===== src/rtl/init_reset_sequencer.sv =====
// -----------------------------------------------------------------------------
// init_reset_sequencer
//
// Releases the transceiver, peripheral and fabric reset domains in order once
// device init monitors report done and the PLL has been stably locked. Loss of
// lock, loss of DEVICE_INIT_DONE or an external soft reset pulls the sequence
// back to the appropriate earlier state.
//
// Parameters
//   HOLD_CYCLES  : stable-hold / stage-spacing count in CLK cycles (1..65535)
//   LOCK_TIMEOUT : WAIT_LOCK watchdog limit in CLK cycles (1..65535)
//
// Ports
//   CLK                 : fabric clock, all state changes on rising edge
//   RESETN              : asynchronous active-low reset
//   DEVICE_INIT_DONE,
//   SRAM_INIT_DONE,
//   USRAM_INIT_DONE,
//   XCVR_INIT_DONE      : asynchronous init-monitor status
//   PLL_LOCK            : asynchronous PLL lock indication
//   EXT_RST_N           : asynchronous active-low soft reset request
//   XCVR_RESET_N,
//   PERIPH_RESET_N,
//   FABRIC_RESET_N      : registered active-low domain resets
//   READY               : registered, high only in RUN
//   STATE[2:0]          : registered state encoding
//   TIMEOUT             : registered sticky lock-timeout flag
//
// Optional feature macro: INIT_SEQ_TIMEOUT_EN
//   Defined   -> WAIT_LOCK watchdog; expiry enters FAULT and sets TIMEOUT.
//   Undefined -> no watchdog logic, FAULT unreachable, TIMEOUT tied low.
// -----------------------------------------------------------------------------
module init_reset_sequencer #(
  parameter int unsigned HOLD_CYCLES  = 16,
  parameter int unsigned LOCK_TIMEOUT = 4096
) (
  input  logic       CLK,
  input  logic       RESETN,
  input  logic       DEVICE_INIT_DONE,
  input  logic       SRAM_INIT_DONE,
  input  logic       USRAM_INIT_DONE,
  input  logic       XCVR_INIT_DONE,
  input  logic       PLL_LOCK,
  input  logic       EXT_RST_N,
  output logic       XCVR_RESET_N,
  output logic       PERIPH_RESET_N,
  output logic       FABRIC_RESET_N,
  output logic       READY,
  output logic [2:0] STATE,
  output logic       TIMEOUT
);

  if (HOLD_CYCLES < 1 || HOLD_CYCLES > 65535 ||
      LOCK_TIMEOUT < 1 || LOCK_TIMEOUT > 65535) begin : g_param_range_bad
    $error("init_reset_sequencer: HOLD_CYCLES/LOCK_TIMEOUT out of range 1..65535");
  end

  typedef enum logic [2:0] {
    WAIT_INIT  = 3'd0,
    WAIT_LOCK  = 3'd1,
    REL_XCVR   = 3'd2,
    REL_PERIPH = 3'd3,
    RUN        = 3'd4,
    FAULT      = 3'd5
  } state_e;

  localparam logic [15:0] HOLD_LAST = 16'(HOLD_CYCLES - 1);

  // ---------------------------------------------------------------------------
  // Two-flop synchronizers, bit order {ext, lock, xcvr, usram, sram, device}
  // ---------------------------------------------------------------------------
  logic [5:0] async_in;
  logic [5:0] meta_q, meta_d;
  logic [5:0] sync_q, sync_d;

  assign async_in = {EXT_RST_N, PLL_LOCK, XCVR_INIT_DONE,
                     USRAM_INIT_DONE, SRAM_INIT_DONE, DEVICE_INIT_DONE};

  always_comb begin
    meta_d = async_in;
    sync_d = meta_q;
  end

  always_ff @(posedge CLK or negedge RESETN) begin
    if (!RESETN) begin
      meta_q <= '0;
      sync_q <= '0;
    end else begin
      meta_q <= meta_d;
      sync_q <= sync_d;
    end
  end

  logic dev_s, sram_s, usram_s, xcvr_s, lock_s, ext_s;
  assign {ext_s, lock_s, xcvr_s, usram_s, sram_s, dev_s} = sync_q;

  // ---------------------------------------------------------------------------
  // State register and stage counter
  // ---------------------------------------------------------------------------
  state_e      state_q, state_d;
  logic [15:0] cnt_q, cnt_d;
  logic [15:0] cnt_inc;

  assign cnt_inc = (cnt_q == '1) ? cnt_q : cnt_q + 16'd1;

`ifdef INIT_SEQ_TIMEOUT_EN
  localparam logic [15:0] WD_LAST = 16'(LOCK_TIMEOUT - 1);
  logic [15:0] wd_q, wd_d;
  logic [15:0] wd_inc;
  assign wd_inc = (wd_q == '1) ? wd_q : wd_q + 16'd1;
`endif

  always_comb begin
    state_d = state_q;
    cnt_d   = cnt_q;
`ifdef INIT_SEQ_TIMEOUT_EN
    wd_d    = '0;
`endif

    case (state_q)
      WAIT_INIT: begin
        cnt_d = '0;
        if (dev_s && sram_s && usram_s) state_d = WAIT_LOCK;
      end
      WAIT_LOCK: begin
        if (!lock_s) begin
          cnt_d = '0;
        end else if (cnt_q == HOLD_LAST) begin
          cnt_d   = '0;
          state_d = REL_XCVR;
        end else begin
          cnt_d = cnt_inc;
        end
`ifdef INIT_SEQ_TIMEOUT_EN
        // Watchdog counts every cycle spent here; a completed lock hold in
        // the same cycle as expiry still wins.
        wd_d = wd_inc;
        if (state_d == WAIT_LOCK && wd_q == WD_LAST) begin
          state_d = FAULT;
          cnt_d   = '0;
        end
`endif
      end
      REL_XCVR: begin
        if (xcvr_s) begin
          if (cnt_q == HOLD_LAST) begin
            cnt_d   = '0;
            state_d = REL_PERIPH;
          end else begin
            cnt_d = cnt_inc;
          end
        end
      end
      REL_PERIPH: begin
        if (cnt_q == HOLD_LAST) begin
          cnt_d   = '0;
          state_d = RUN;
        end else begin
          cnt_d = cnt_inc;
        end
      end
      RUN: begin
        cnt_d = '0;
      end
`ifdef INIT_SEQ_TIMEOUT_EN
      FAULT: begin
        cnt_d = '0;
      end
`endif
      default: begin
        cnt_d   = '0;
        state_d = WAIT_INIT;
      end
    endcase

    // Fault overrides, applied lowest priority first so the later ones win.
    if (!lock_s && (state_q inside {REL_XCVR, REL_PERIPH, RUN})) begin
      state_d = WAIT_LOCK;
      cnt_d   = '0;
    end
    if (!dev_s && (state_q inside {WAIT_LOCK, REL_XCVR, REL_PERIPH, RUN})) begin
      state_d = WAIT_INIT;
      cnt_d   = '0;
    end
    if (!ext_s) begin
      state_d = WAIT_INIT;
      cnt_d   = '0;
    end
  end

  always_ff @(posedge CLK or negedge RESETN) begin
    if (!RESETN) begin
      state_q <= WAIT_INIT;
      cnt_q   <= '0;
    end else begin
      state_q <= state_d;
      cnt_q   <= cnt_d;
    end
  end

`ifdef INIT_SEQ_TIMEOUT_EN
  always_ff @(posedge CLK or negedge RESETN) begin
    if (!RESETN) wd_q <= '0;
    else         wd_q <= wd_d;
  end
`endif

  // ---------------------------------------------------------------------------
  // Registered output decodes (one cycle behind the state register)
  // ---------------------------------------------------------------------------
  logic       xcvr_rst_n_q, xcvr_rst_n_d;
  logic       periph_rst_n_q, periph_rst_n_d;
  logic       fabric_rst_n_q, fabric_rst_n_d;
  logic       ready_q, ready_d;
  logic [2:0] state_out_q, state_out_d;

  always_comb begin
    xcvr_rst_n_d   = state_q inside {REL_XCVR, REL_PERIPH, RUN};
    periph_rst_n_d = state_q inside {REL_PERIPH, RUN};
    fabric_rst_n_d = (state_q == RUN);
    ready_d        = (state_q == RUN);
    state_out_d    = state_q;
  end

  always_ff @(posedge CLK or negedge RESETN) begin
    if (!RESETN) begin
      xcvr_rst_n_q   <= 1'b0;
      periph_rst_n_q <= 1'b0;
      fabric_rst_n_q <= 1'b0;
      ready_q        <= 1'b0;
      state_out_q    <= '0;
    end else begin
      xcvr_rst_n_q   <= xcvr_rst_n_d;
      periph_rst_n_q <= periph_rst_n_d;
      fabric_rst_n_q <= fabric_rst_n_d;
      ready_q        <= ready_d;
      state_out_q    <= state_out_d;
    end
  end

  assign XCVR_RESET_N   = xcvr_rst_n_q;
  assign PERIPH_RESET_N = periph_rst_n_q;
  assign FABRIC_RESET_N = fabric_rst_n_q;
  assign READY          = ready_q;
  assign STATE          = state_out_q;

`ifdef INIT_SEQ_TIMEOUT_EN
  // Sticky: only RESETN clears it, an EXT_RST_N recovery from FAULT does not.
  logic timeout_q, timeout_d;
  always_comb timeout_d = timeout_q | (state_q == FAULT);
  always_ff @(posedge CLK or negedge RESETN) begin
    if (!RESETN) timeout_q <= 1'b0;
    else         timeout_q <= timeout_d;
  end
  assign TIMEOUT = timeout_q;
`else
  assign TIMEOUT = 1'b0;
`endif

endmodule


===== config.mk =====
export PLATFORM = sky130hd
export DESIGN_NAME = init_reset_sequencer
export DESIGN_NICKNAME = d
export VERILOG_FILES = /design/src/rtl/init_reset_sequencer.sv
export SDC_FILE = /design/constraint.sdc
export NUM_CORES = 1
export LEC_CHECK = 0
export ABC_AREA = 1
export BUFFER_PORTS_ARGS = -buffer_cell sky130_fd_sc_hd__buf_2
export CAP_MARGIN = 10
export CORE_ASPECT_RATIO = 0.5
export CORE_MARGIN = 2
export CORE_UTILIZATION = 30
export CTS_BUF_LIST = sky130_fd_sc_hd__clkbuf_2 sky130_fd_sc_hd__clkbuf_4 sky130_fd_sc_hd__clkbuf_8
export DETAILED_ROUTE_END_ITERATION = 16
export PLACE_DENSITY_LB_ADDON = 0.15
export RECOVER_POWER = 25
export SLEW_MARGIN = 20
export SYNTH_ARGS = -nofsm -noshare
export SYNTH_HDL_FRONTEND = slang
export SYNTH_SLANG_ARGS = --single-unit

===== constraint.sdc =====
create_clock -name CLK -period 2.4 [get_ports CLK]
set_clock_uncertainty 0.2 [all_clocks]
set_input_delay 0.36 -clock CLK [delete_from_list [all_inputs] [get_ports CLK]]
set_output_delay 0.36 -clock CLK [all_outputs]
set_load 0.01 [all_outputs]

* Word level (Yosys, flattened, before mapping)
Index checks and enable logic that the tools add are counted.
Storage, ports and cells: flip-flop bits (word level) 37, bits in latches 0, memory bits (writable) 0, ROM bits 0, input bits 8, output and inout bits 8, word-level logic and storage cells 51, memories kept 0
Operators by class: add/sub/neg operators 1, multiply operators 0, divide/modulo/power cells 0, order comparisons 0, eq/ne operators 13, shift operators 0, multiplexer cells 18, bitwise operators 0, reduce and logical (&&, ||, !) cells 11
Operators with widths (count):
- 16-bit two-way mux | 7
- 16-bit case mux with 3 select lines | 1
- 3-bit two-way mux | 9
- 16-bit by 1-bit adder with 16-bit output (second input constant) | 1
- 16-bit == test (second input constant) | 1
- 16-bit by 4-bit == test with 1-bit output (second input constant) | 1
- 5-bit by 3-bit inequality test with 1-bit output (second input constant) | 3
- 3-bit case mux with 5 select lines | 1
- 5-bit by 4-bit inequality test with 1-bit output (second input constant) | 2
- 7-bit AND reduction | 1
- 3-bit by 2-bit == test with 1-bit output (second input constant) | 2
- 5-bit inequality test (second input constant) | 1
- 1-bit logical AND | 4
- 4-bit by 2-bit inequality test with 1-bit output (second input constant) | 1
- 4-bit nonzero test | 1
- 3-bit by 1-bit == test with 1-bit output (second input constant) | 1
- 3-bit == test (second input constant) | 1
- 3-bit zero test | 1
- 3-bit nonzero test | 1
- 1-bit zero test | 2
- 2-bit nonzero test | 1

* Depth between registers and ports, before layout
word-level depth 8, mapped depth 10, depth with buffers taken out 9

* Worst setup path after synthesis
OpenSTA, ideal clock, no wires.
path kind register -> register, from register cnt_q[0], to register cnt_q[9], library setup time 121 ps, arrival 1382 ps, required time 2079 ps, setup slack 696 ps, stages on the path, launching flop included 10, buffers on the path 1, period minus slack after synthesis 1704 ps, cell sequence dfrtp_1 ha_1 nand3_1 nor2_1 nand2_1 nand2_1 nor2_4 buf_6 nand3_1 o21ai_1
Between the ends: cells in the longest elaborated chain, start to end 8, elaborated cells between the ends (all ways) 11, classes of those cells 1 x add/sub; 2 x eq/ne; 8 x mux
Ends and longest elaborated chain:
- from (decl) | RTL line 101 | logic [15:0] cnt_q, cnt_d;
- from (signal assigned) | RTL line 197 | cnt_q <= cnt_d;
- 16-bit by 1-bit adder with 16-bit output or 16-bit == test (tied branches) | RTL line 104 | assign cnt_inc = (cnt_q == '1) ? cnt_q : cnt_q + 16'd1;
- 16-bit two-way mux | RTL line 104
- 16-bit two-way mux (*) | RTL line 128, 146, 155
- 16-bit two-way mux, on equally long branches | RTL line 145, 126
- 16-bit case mux with 3 select lines (*) | RTL line 120 | case (state_q)
- 16-bit two-way mux (*) | RTL line 177 | if (!lock_s && (state_q inside {REL_XCVR, REL_PERIPH, RUN})) begin
- 16-bit two-way mux (*) | RTL line 181 | if (!dev_s && (state_q inside {WAIT_LOCK, REL_XCVR, REL_PERIPH, RUN})) begin
- 16-bit two-way mux (*) | RTL line 185 | if (!ext_s) begin
Every way passes the cells marked *; elsewhere a longest branch is shown, timed or not. The select of a mux whose other input is x is not followed. A chain may end at the register's enable or synchronous reset.

* Worst setup path in the final report
from register cnt_q[0], to register cnt_q[11]
Same word-level chain as after synthesis.

==> metrics.log <==
INFO  metric hp-class = in2async
INFO  metric outcome = complete, but fails checks
INFO  metric power.switching = 424 uW
INFO  metric numPortBuffers = 14
INFO  metric viasPerCell = 4.65
INFO  metric share_comb_of_total_power = 14.4%
INFO  metric die-height = 62.1 um
INFO  metric yosysSeqAreaShare = 45.7%
INFO  metric fin_setup_tns = 0 ps
INFO  metric cts.root.buffer_cell = sky130_fd_sc_hd__clkbuf_8
INFO  metric max-slew-margin-rel = 34.3%
INFO  metric grt_pass1_vias = 1610
INFO  metric num_io_pins = 16
INFO  metric min_period = 2090 ps
INFO  metric setup_repair_after_global_routing_missed_its_margin = no
INFO  metric detail-route-antenna-nets = 0
INFO  metric power.share.clock = 42.0%
INFO  metric synth.area.top_cells = sky130_fd_sc_hd__dfrtp_1 (46%), sky130_fd_sc_hd__nand2_1 (14%), sky130_fd_sc_hd__nand3_1 (7.9%), sky130_fd_sc_hd__nor2_1 (5.4%), sky130_fd_sc_hd__inv_1 (4.8%)
INFO  metric floorplan.die_area = 7470 um2
INFO  metric timing_worst_slew_pin_value = 981 ps
INFO  metric synth_xor_area_share = 1.73%
INFO  metric power.density_cell_area = 672 nW/um2
INFO  metric final_layout_size_suffix_gt1_share = 13.7%
INFO  metric wire_per_inst = 12.0 um
INFO  metric synthesis.yosys.warnings = 0
INFO  metric max-clock-path-buffers = 2
INFO  metric worst_setup_path_start_kind = register
INFO  metric violations_in_the_final_reports = hold timing
INFO  metric worstPathRequired = 2420 ps
INFO  metric async_reset_ff_share = 100%
INFO  metric path_max_fanout = 11
INFO  metric post_cts_buffers = 0
INFO  metric detail_route.first_pass.iterations = 4
INFO  metric syn_inst = 264
INFO  metric internal_power = 1.15 mW
INFO  metric drt_drc_violations_left = 0
INFO  metric detailedRoute.firstIterationViolations = 151
INFO  metric syn-cell-area = 2030 um2
INFO  metric clkSlewWorstSetupHoldPaths = 80 ps
INFO  metric ant_cells = 0
INFO  metric initial_utilization = 30.7%
INFO  metric ys_types = 31
INFO  metric maxSlewViolCount = 0
INFO  metric clkLatencyLatePin = 290 ps
INFO  metric crit_arrival = 2100 ps
INFO  metric route.final.wire_length = 4520 um
INFO  metric swShare = 26.9%
INFO  metric syn-num-nets = 273
INFO  metric layout.core_utilization = 35.6%
INFO  metric synth_compound_gate_area_share = 4.32%
INFO  metric global_route_wire_length_before_repair = 7810 um
INFO  metric num-nets-final = 292
INFO  metric post_synth_and_or_nand_nor_area_fraction = 38.5%
INFO  metric gp_routability_congestion = 0.848
INFO  metric power.ir.vdd_worst = 246 uV
INFO  metric timing_hold_violations_final = 3
INFO  metric cellLeakagePower = 1.14 nW
INFO  metric tritoncts_clock_tree = built
INFO  metric layoutNonFillerInstCount = 376
INFO  metric period_share = 86.9%
INFO  metric setup_viol_count_final = 0
INFO  metric post_synth_edffs = 0
INFO  metric synthDominantCellAreaShare = 45.7%
INFO  metric synth_adder_area_share = 0.618%
INFO  metric number_of_antenna_violations_at_the_first_check_in_global_routing = 0
INFO  metric hold_slack = -6.34 ps
INFO  metric global_route.usage.total = 13.0%
INFO  metric drv_cap = 0
INFO  metric core_region_area = 6600 um2
INFO  metric synth.area.mux_share = 0%
INFO  metric area_delta_synth_final = 16.0%
INFO  metric detailedPlacementHpwl = 3230 um
INFO  metric netlist.top_cell.by_area = sky130_fd_sc_hd__dfrtp_1
INFO  metric placementRows = 21
INFO  metric postSynthRegisterBits = 37
INFO  metric mostFrequentLayoutCell = sky130_fd_sc_hd__nand2_1
INFO  metric grt_max_degree = 38
INFO  metric sequentialPowerShare = 43.5%
INFO  metric die-width = 120 um
INFO  metric cts_inserted_buffers = 5
INFO  metric grt_overflow_total = 0
INFO  metric synth-main-ff-cell = sky130_fd_sc_hd__dfrtp_1
INFO  metric dp_cells = 362
INFO  metric main_combinational_cell_family_by_area_after_synthesis = simple AND/OR/NAND/NOR gates
INFO  metric crit_type = reg2reg
INFO  metric n_fill_cell = 674
INFO  metric via_count = 1748
INFO  metric timing.fmax = 479 MHz
INFO  metric clock_tree.htree_level_count = 2
INFO  metric mostFrequentLayoutCells = sky130_fd_sc_hd__nand2_1 (76), sky130_fd_sc_hd__dfrtp_1 (37), sky130_fd_sc_hd__nand3_1 (31), sky130_fd_sc_hd__nor2_1 (29), sky130_fd_sc_hd__inv_1 (26)
INFO  metric end_kind = register
INFO  metric post_synth.cell_area_avg = 7.67 um2
INFO  metric tritoncts_sinks = 37
-- worst max-delay path, stage by stage, from the launching register on --
cell and delay, ps:
sky130_fd_sc_hd__dfrtp_1 440, sky130_fd_sc_hd__ha_1 270, sky130_fd_sc_hd__nand3_1 210, sky130_fd_sc_hd__nor2_1 250
sky130_fd_sc_hd__nand3_2 290, sky130_fd_sc_hd__nand3_1 160, sky130_fd_sc_hd__nand3_1 70, sky130_fd_sc_hd__o21ai_1 120
-- area by class of cell --
class / instances / area [um2] / share of cell area (%)
Sequential cell: 37 / 926 / 39.4
Multi-Input combinational cell: 189 / 925 / 39.4
Timing Repair Buffer: 21 / 138 / 5.86
Tap cell: 92 / 115 / 4.90
Inverter: 29 / 109 / 4.63
Clock buffer: 5 / 68.8 / 2.93
Clock inverter: 3 / 68.8 / 2.93
-- synth_stat cells (2+ instances only) --
| cell type | n |
|---|---|
| sky130_fd_sc_hd__dfrtp_1 | 37 |
| sky130_fd_sc_hd__nand3_1 | 32 |
| sky130_fd_sc_hd__nand3_2 | 2 |
| sky130_fd_sc_hd__nand3b_1 | 3 |
| sky130_fd_sc_hd__o21ai_0 | 2 |
| sky130_fd_sc_hd__nor2_1 | 29 |
| sky130_fd_sc_hd__nor3_1 | 3 |
| sky130_fd_sc_hd__nor2_2 | 4 |
| sky130_fd_sc_hd__buf_2 | 3 |
| sky130_fd_sc_hd__buf_4 | 3 |
| sky130_fd_sc_hd__buf_6 | 3 |
| sky130_fd_sc_hd__nor2_4 | 2 |
| sky130_fd_sc_hd__o21ai_1 | 7 |
| sky130_fd_sc_hd__clkinv_1 | 2 |
| sky130_fd_sc_hd__xor2_1 | 3 |
| sky130_fd_sc_hd__nand4_1 | 11 |
| sky130_fd_sc_hd__nand2_2 | 3 |
| sky130_fd_sc_hd__nand2_1 | 76 |
| sky130_fd_sc_hd__inv_1 | 26 |
| sky130_fd_sc_hd__a21oi_1 | 2 |
-- sequential cells by signal (all words and copies together) (netlist names) --
signal	flops
cnt_q	16
meta_q	6
sync_q	6
STATE	3
state_out_d	3
PERIPH_RESET_N	1
READY	1
XCVR_RESET_N	1
-- kinds of logic (layout without fill, tap and decap cells) --
| group | count (synthesis) | in the layout |
|---|---|---|
| compound gates | 14 | 14 |
| xor+xnor | 4 | 4 |
| fa+ha+maj | 1 | 1 |
| buf+inv | 38 | 58 |
| flops | 37 | 37 |
| other cells | 1 | 1 |
| simple gates | 169 | 169 |
-- through the flow --
stage	area, um2	worst slack, ps	power, mW
after floorplan	2030	696	0.873
after global placement	2150	228	0.922
after detailed placement	2150	236	0.923
after CTS	2340	206	1.59
after global routing	2350	119	1.66
final	2350	314	1.58
-- timing repair --
| item | 4_1_cts | 5_1_grt |
|---|---|---|
| hold buffers | 6 | 0 |
| setup endpoints to repair | 0 | 3 |
| endpoints found under the hold margin | 6 | 0 |
| gates resized for setup | 0 | 1 |
-- power by group through the flow --
stage | Sequential, mW | Clock (mW) | Combinational, mW
final | 0.687 | 0.664 | 0.228
after global routing | 0.693 | 0.711 | 0.256
after CTS | 0.687 | 0.674 | 0.231
after detailed placement | 0.700 | 0 | 0.223
after global placement | 0.699 | 0 | 0.223
after floorplan | 0.690 | 0 | 0.183
-- worst paths after layout --
check	endpoint	slack (ps)	startpoint	cells past startpoint
max	cnt_q[11]$_DFFE_PN0N_	310	cnt_q[0]$_DFFE_PN0N_	7
min reg2reg	sync_q[4]$_DFF_PN0_	160	meta_q[4]$_DFF_PN0_	0
max in group asynchronous	READY$_DFF_PN0_	1410	RESETN	1
max reg2reg	cnt_q[11]$_DFFE_PN0N_	310	cnt_q[0]$_DFFE_PN0N_	7
min	cnt_q[15]$_DFFE_PN0N_	-6	RESETN	1
min in group CLK	sync_q[4]$_DFF_PN0_	160	meta_q[4]$_DFF_PN0_	0
-- per-layer routing --
| metal | vias up | share of wire, % | global-route usage (%) |
|---|---|---|---|
| li1 | 884 | - | - |
| met1 | 823 | 50 | 17.9 |
| met2 | 39 | 45 | 21.2 |
| met3 | 2 | 3.8 | 2.76 |
| met4 | 0 | 0.31 | 2.62 |
| met5 | - | 0 | 0 |
(Power assumes the default switching activity.)
